$ cat src/rtl/ps2_receptor.sv
// PS/2 keyboard receiver: synchronises and deglitches ps2clk/ps2data, then checks and decodes 11-bit frames.
// Optional build macro PS2_BREAK_FILTER_EN hides key-release sequences (F0 xx) from the consumer.
module ps2_receptor #(
    parameter int FILTER_LEN  = 8,
    parameter int TIMEOUT_CYC = 100000
) (
    input  logic       CLK,
    input  logic       reset,
    input  logic       ps2clk,
    input  logic       ps2data,
    output logic [7:0] DATO,
    output logic       flag,
    output logic       parity_err,
    output logic       busy
);

    localparam int TW = (TIMEOUT_CYC > 2) ? $clog2(TIMEOUT_CYC) : 1;

    typedef enum logic [1:0] {IDLE, RX, CHECK} state_t;

    state_t                state, state_nx;
    logic                  clk_s1, clk_s2, dat_s1, dat_s2;
    logic [FILTER_LEN-1:0] filt;
    logic                  fclk;
    logic                  fall_edge;
    logic [3:0]            bcnt;
    logic [9:0]            sh;
    logic [TW-1:0]         to_cnt;
    logic                  timeout;
    logic                  last_bit;
    logic                  frame_ok;
`ifdef PS2_BREAK_FILTER_EN
    logic                  break_pending;
`endif

    // Both lines idle high, so the synchronisers come out of reset at 1.
    always_ff @(posedge CLK or posedge reset) begin
        if (reset) begin
            clk_s1 <= 1'b1;
            clk_s2 <= 1'b1;
            dat_s1 <= 1'b1;
            dat_s2 <= 1'b1;
        end else begin
            clk_s1 <= ps2clk;
            clk_s2 <= clk_s1;
            dat_s1 <= ps2data;
            dat_s2 <= dat_s1;
        end
    end

    always_ff @(posedge CLK or posedge reset) begin
        if (reset) begin
            filt <= '1;
            fclk <= 1'b1;
        end else begin
            filt <= {filt[FILTER_LEN-2:0], clk_s2};
            if (filt == '0)
                fclk <= 1'b0;
            else if (filt == '1)
                fclk <= 1'b1;
        end
    end

    // Edge fires the same cycle the window becomes all-zero, one cycle ahead of fclk.
    assign fall_edge = fclk && (filt == '0);

    assign timeout  = (state == RX) && (to_cnt == TW'(TIMEOUT_CYC - 1));
    assign last_bit = fall_edge && (bcnt == 4'd9);
    assign frame_ok = sh[9] && (^sh[8:0]);
    assign busy     = (state != IDLE);

    always_ff @(posedge CLK or posedge reset) begin
        if (reset)
            state <= IDLE;
        else
            state <= state_nx;
    end

    always_comb begin
        state_nx = state;
        case (state)
            IDLE:    if (fall_edge && !dat_s2) state_nx = RX;
            RX: begin
                if (timeout)
                    state_nx = IDLE;
                else if (last_bit)
                    state_nx = CHECK;
            end
            CHECK:   state_nx = IDLE;
            default: state_nx = IDLE;
        endcase
    end

    // Frame shifts in LSB first: after ten bits sh = {stop, parity, data[7:0]}.
    always_ff @(posedge CLK or posedge reset) begin
        if (reset) begin
            bcnt   <= '0;
            sh     <= '0;
            to_cnt <= '0;
        end else begin
            case (state)
                RX: begin
                    if (timeout) begin
                        bcnt   <= '0;
                        to_cnt <= '0;
                    end else if (fall_edge) begin
                        sh     <= {dat_s2, sh[9:1]};
                        bcnt   <= bcnt + 4'd1;
                        to_cnt <= '0;
                    end else begin
                        to_cnt <= to_cnt + 1'b1;
                    end
                end
                default: begin
                    bcnt   <= '0;
                    to_cnt <= '0;
                end
            endcase
        end
    end

    always_ff @(posedge CLK or posedge reset) begin
        if (reset) begin
            DATO       <= 8'h00;
            flag       <= 1'b0;
            parity_err <= 1'b0;
`ifdef PS2_BREAK_FILTER_EN
            break_pending <= 1'b0;
`endif
        end else begin
            flag       <= 1'b0;
            parity_err <= 1'b0;
            if (state == CHECK) begin
                if (!frame_ok) begin
                    parity_err <= 1'b1;
                end else begin
`ifdef PS2_BREAK_FILTER_EN
                    // Swallow F0 and the release code that follows it.
                    if (sh[7:0] == 8'hF0) begin
                        break_pending <= 1'b1;
                    end else if (break_pending) begin
                        break_pending <= 1'b0;
                    end else begin
                        DATO <= sh[7:0];
                        flag <= 1'b1;
                    end
`else
                    DATO <= sh[7:0];
                    flag <= 1'b1;
`endif
                end
            end
        end
    end

endmodule

$ cat config.mk
export PLATFORM = sky130hd
export DESIGN_NAME = ps2_receptor
export DESIGN_NICKNAME = d
export VERILOG_FILES = /design/src/rtl/ps2_receptor.sv
export SDC_FILE = /design/constraint.sdc
export NUM_CORES = 1
export LEC_CHECK = 0
export ABC_AREA = 1
export CAP_MARGIN = 20
export CORE_UTILIZATION = 41
export DETAILED_ROUTE_END_ITERATION = 12
export SLEW_MARGIN = 10
export SYNTH_ARGS = -nofsm -noshare
export SYNTH_HDL_FRONTEND = slang
export SYNTH_SLANG_ARGS = --single-unit
$ cat constraint.sdc
create_clock -name CLK -period 1.8 [get_ports CLK]
set_clock_uncertainty 0.15 [all_clocks]
set_input_delay 0.36 -clock CLK [delete_from_list [all_inputs] [get_ports CLK]]
set_output_delay 0.36 -clock CLK [all_outputs]
set_load 0.01 [all_outputs]
==> impl_metrics.toml, run 1 <==
[status]
outcome = "finished, violations left"
failed_checks = "design-rule violations"

[final_layout]
layout-drive-gt1-share = 0.260
area_delta_synth_final_pct = 15.8
antenna_cells = 0
multi_input_area_um2 = 1170
seq_area_um2 = 1420
fill_cells = 622
utilization = 0.501
fin_cells = 423
nets = 352

[die]
die_w_um = 84.8
core_area_um2 = 6490
dieArea_um2 = 7190
die_h_um = 84.8
rows = 29
start_util = 0.433
ioPinCount = 15

[sta]
finalSetupViolations = 0
tns_ns = 0
fmax_mhz = 579
hold_violations = 0
relSlewSlack = 0.728
fin_hold_ws_ns = 0.211
fin_crit_ns = 1.73
timing.final.max_slew_violations = 0
period_share = 0.960
worstMarginPinSlew_ns = 0.405

[synth]
syn_nets = 324
ys_ff_latch = 56
synth_top_cells_by_area = "dfrtp_1 38%, dfstp_2 12%, nand2_1 9.3%, inv_1 5.7%, nor2_1 3.7%"
synth_top_area_share = 0.383
synth_area_um2 = 2810
ys_seq_area_frac = 0.504
synthCells = 317
async_flop_share = 1.00
synth_cell_types = 35
avgSynthCellArea_um2 = 8.87
synth_flop_cell = "dfrtp_1"
synth_edf_count = 0
synth_top_area_cell = "dfrtp_1"
yosysWarnings = 0

[worst_setup_path]
cp_slowest_cell = "dfrtp_1"
path_class = "flop to primary output"
cpPeakStageDelay_ns = 0.40
crit_required_ns = 1.29
r2r_cells = 9
crit_chain = "inv_1 > nand2_1 > dlygate4sd2_1"
arrival_ns = 1.22
r2r_end = "to_cnt[9]"
end_kind = "primary output"
reg2reg_setup_slack_ns = 0.14
start_kind = "flop"
crit_path_max_fanout = 4
worstReg2RegStart = "to_cnt[0]"

[worst_hold_path]
worstHoldPathType = "flop to flop"
hold_depth = 0
hold_start = "clk_s2"
min_to = "filt[0]"

[job]
cap_violations = 0

[global_route]
grt_pass1_vias = 1973
grt_max_degree = 57
grt_overflow = 0
antenna_found_initial = 0
track_usage = 0.157
grt_first_pass_wirelength_um = 9030

[routing]
wl_per_cell_um = 11.9
ant_nets = 0
drt-total-wl_um = 5020
first_pass_iters = 9
route.vias.total = 2050
drtIter0Drc = 118
route.detailed.drc = 4
viasPerCell = 4.85

[placement]
dp_hpwl_um = 3670
gp_congestion = 0.843
io_buffer_count = 14
placedCellCount = 412

[power]
vdd_drop_max_uv = 322
power_w = 0.00205
power.density_nw_per_um2 = 631
p_leak_nw = 1.53

[clock_tree]
clk_pin_slew_worst_paths_ns = 0.11
numCtsBuffers = 5
clk_path_buf_depth = 2
clock_sinks = 56
htree_num_levels = 2
clk_latency_ns = 0.31
clockRootBuffer = "clkbuf_8"
tritoncts = "built"
worst max-delay path, delay by kind of cell (launching register included):
family | cells | cell delay, ns
buffers and inverters | 2 | 0.42
flip-flops | 1 | 0.40
AND/OR/NAND/NOR | 1 | 0.09
cells in the mapped netlist, types with 4 or more instances:
cell,number
nand2_1,70
dfrtp_1,43
inv_1,43
nor2_1,28
nand2_2,16
nand4_1,16
dfstp_2,13
nand3_1,13
nor3_1,9
inv_2,8
o21ai_2,7
nor2_2,5
o21ai_1,5
xor2_1,5
nor3b_2,4
area by class of cell:
type                            count  area share
Sequential cell                    56       0.436
Multi-Input combinational cell    205       0.361
Timing Repair Buffer               25      0.0819
Inverter                           52      0.0631
Tap cell                           77      0.0296
Clock buffer                        5      0.0211
Clock inverter                      3     0.00769
per-stage QoR:
step,worst slack (ns),instance area (um2)
floorplan,0.235,2820
global placement,0.128,3110
detailed placement,0.0953,3110
CTS,0.0516,3210
global route,-0.00371,3250
finish,0.0721,3250
worst max-delay path by stage:
stage / startpoint / end / slack [ns] / depth (start not counted)
2_1_floorplan: to_cnt[0] / to_cnt[10] / 0.23 / 9
3_3_place_gp: to_cnt[0] / to_cnt[4] / 0.13 / 10
3_5_place_dp: to_cnt[0] / to_cnt[12] / 0.1 / 9
4_1_cts: state[1] / busy / 0.05 / 3
5_1_grt: to_cnt[0] / to_cnt[12] / -0.004 / 8
6_report: state[1] / busy / 0.07 / 3
what timing repair did:
action	CTS	global route
setup buffers	1	2
hold buffers	0	0
resized for setup	1	7
setup endpoints to repair	1	22
pin swaps	0	2
cells in the final DEF (no fill, tap or decap), types with 7 or more instances in the layout:
cell / netlist / final
nand2_1: 70 / 70
dfrtp_1: 43 / 43
inv_1: 43 / 42
nor2_1: 28 / 28
nand4_1: 16 / 16
nand2_2: 16 / 16
nand3_1: 13 / 13
dfstp_2: 13 / 13
clkdlybuf4s50_1: 0 / 13
nor3_1: 9 / 8
inv_2: 8 / 7
o21ai_2: 7 / 7
buf_4: 1 / 7
where the power goes:
part           internal (W)  leakage [nW]  switching, W
clock network      0.000284        0.0452      0.000422
logic             0.0000164         0.746     0.0000358
registers           0.00129         0.738    0.00000794
registers in the layout, summed over array words and instances, names as in the netlist:
name,flops
DATO,8
bcnt,4
clk_s1,1
clk_s2,1
dat_s1,1
dat_s2,1
fclk,1
filt,8
flag,1
parity_err,1
sh,10
state,2
to_cnt,17
per-layer routing:
| layer | up-vias | part of all wire | global-route usage |
|---|---|---|---|
| met5 | - | 0 | 0 |
| met4 | 0 | 0.0084 | 0.0401 |
| li1 | 1058 | - | - |
| met3 | 4 | 0.023 | 0.0302 |
| met2 | 20 | 0.45 | 0.241 |
| met1 | 968 | 0.51 | 0.230 |
cells by family after synthesis:
| family | count (synthesis) | synth area share |
|---|---|---|
| compound gates | 20 | 0.0507 |
| xor+xnor | 6 | 0.0187 |
| fa+ha+maj | 3 | 0.0134 |
| buf+inv | 56 | 0.0832 |
| flops | 56 | 0.504 |
| simple gates | 176 | 0.330 |
Note: power is estimated with default switching activity, not from simulation.
==> run 2: changes to the inputs <==
- PLACE_DENSITY: unset -> 0.72
==> impl_metrics.toml, run 2 (synthesis results as in run 1) <==
[sta]
period_share = 0.965
tns_ns = 0
worstMarginPinSlew_ns = 0.424
fin_crit_ns = 1.74
timing.final.max_slew_violations = 0
relSlewSlack = 0.715
hold_violations = 0
finalSetupViolations = 0
fmax_mhz = 576
worst_slack_ns = 0.0626

[placement]
gp_congestion = 0.845
io_buffer_count = 14
dp_hpwl_um = 3740
place_area_um2 = 3110
place_ws_ns = 0.0746

[routing]
route.detailed.drc = 2
wl_per_cell_um = 12.1
route.vias.total = 2110
drt-total-wl_um = 5090
viasPerCell = 5.00
drtIter0Drc = 131
first_pass_iters = 9
ant_nets = 0

[worst_setup_path]
cpPeakStageDelay_ns = 0.54
reg2reg_setup_slack_ns = 0.09
crit_required_ns = 1.29
path_class = "flop to primary output"
end_kind = "primary output"
r2r_end = "sh[7]"
worstReg2RegStart = "to_cnt[0]"
critPathTopFamily = "buffers and inverters"
start_kind = "flop"
r2r_cells = 10
cp_slowest_cell = "clkdlybuf4s50_1"
crit_path_max_fanout = 2
crit_chain = "clkdlybuf4s50_1"
arrival_ns = 1.23
crit_buf_inv = 1

[power]
p_leak_nw = 1.53
power.density_nw_per_um2 = 635
vdd_drop_max_uv = 351
power_w = 0.00206

[worst_hold_path]
min_to = "filt[6]"
hold_start = "filt[5]"
hold_depth = 0
worstHoldPathType = "flop to flop"

[die]
die_h_um = 84.8
start_util = 0.433
ioPinCount = 15
dieArea_um2 = 7190
core_area_um2 = 6490
die_w_um = 84.8
rows = 29

[final_layout]
largest_reg_flops = 17
fin_area_um2 = 3240
antenna_cells = 0
nets = 351
layout-drive-gt1-share = 0.258
utilization = 0.499
reg_top3 = "to_cnt x17, sh x10"
top_register = "to_cnt"
area_delta_synth_final_pct = 15.4
final_cell_mix = "70 x nand2_1, 43 x dfrtp_1, 42 x inv_1"
final_common_cell = "nand2_1"

[status]
outcome = "finished, violations left"
failed_checks = "design-rule violations"

[clock_tree]
clk_latency_ns = 0.31
cts_hold_buf = 0
tritoncts = "built"
clockRootBuffer = "clkbuf_8"
clk_path_buf_depth = 2
numCtsBuffers = 5
clock_sinks = 56
htree_num_levels = 2
clk_pin_slew_worst_paths_ns = 0.11

[global_route]
grt_pass1_vias = 2084
grt_overflow = 0
track_usage = 0.158
grt_first_pass_wirelength_um = 9120
antenna_found_initial = 0
grt_max_degree = 44

[job]
cap_violations = 0
-- run 2: cell type report --
class	count	area, um2
flip-flops and latches	56	1420
fillers	576	3250
clock inverters	3	25.0
well taps	77	96.3
repair buffers	24	255
multi-input cells	205	1180
inverters	52	203
clock buffers	5	68.8
-- run 2: where the power goes --
| group | switching [W] | internal [W] |
|---|---|---|
| clock network | 0.000427 | 0.000285 |
| registers | 0.00000788 | 0.00129 |
| logic | 0.0000363 | 0.0000174 |
-- run 2: worst max path at each step --
stage / to / slack (ns) / startpoint / cells past startpoint
floorplan: to_cnt[10] / 0.23 / to_cnt[0] / 9
global placement: to_cnt[8] / 0.12 / to_cnt[0] / 9
detailed placement: to_cnt[5] / 0.07 / to_cnt[0] / 9
CTS: DATO[4] / 0.05 / DATO[4] / 1
global route: busy / -0.002 / state[1] / 3
finish: DATO[4] / 0.06 / DATO[4] / 1
-- run 2: per-stage QoR --
stage	cells	hold slack, ns
final	422	0.210
after global routing	422	0.216
after CTS	421	0.214
after detailed placement	412	0.198
after global placement	412	0.197
after floorplan	317	0.195
-- run 2: repair_timing --
item | CTS | global route
setup endpoints to repair | 1 | 16
resized for setup | 1 | 5
buffers inserted | 1 | 1
pin swaps | 0 | 1
endpoints found under the hold margin | 0 | 0
-- run 2: worst reg2reg max path, stage by stage (launching register included) --
cell	delay (ns)
dfrtp_1	0.41
ha_1	0.22
nand2_2	0.12
nor2_4	0.04
inv_2	0.07
nor2_4	0.05
nand3_4	0.11
nand3_4	0.14
buf_12	0.19
nand2_1	0.05
o21ai_1	0.05
-- run 2: per-layer routing --
metal  up-vias  wire, um  track usage
met3        11       128       0.0233
met4         0        99       0.0647
met2        36      2380        0.262
met5         -         0            0
met1      1005      2470        0.209
li1       1058         -            -
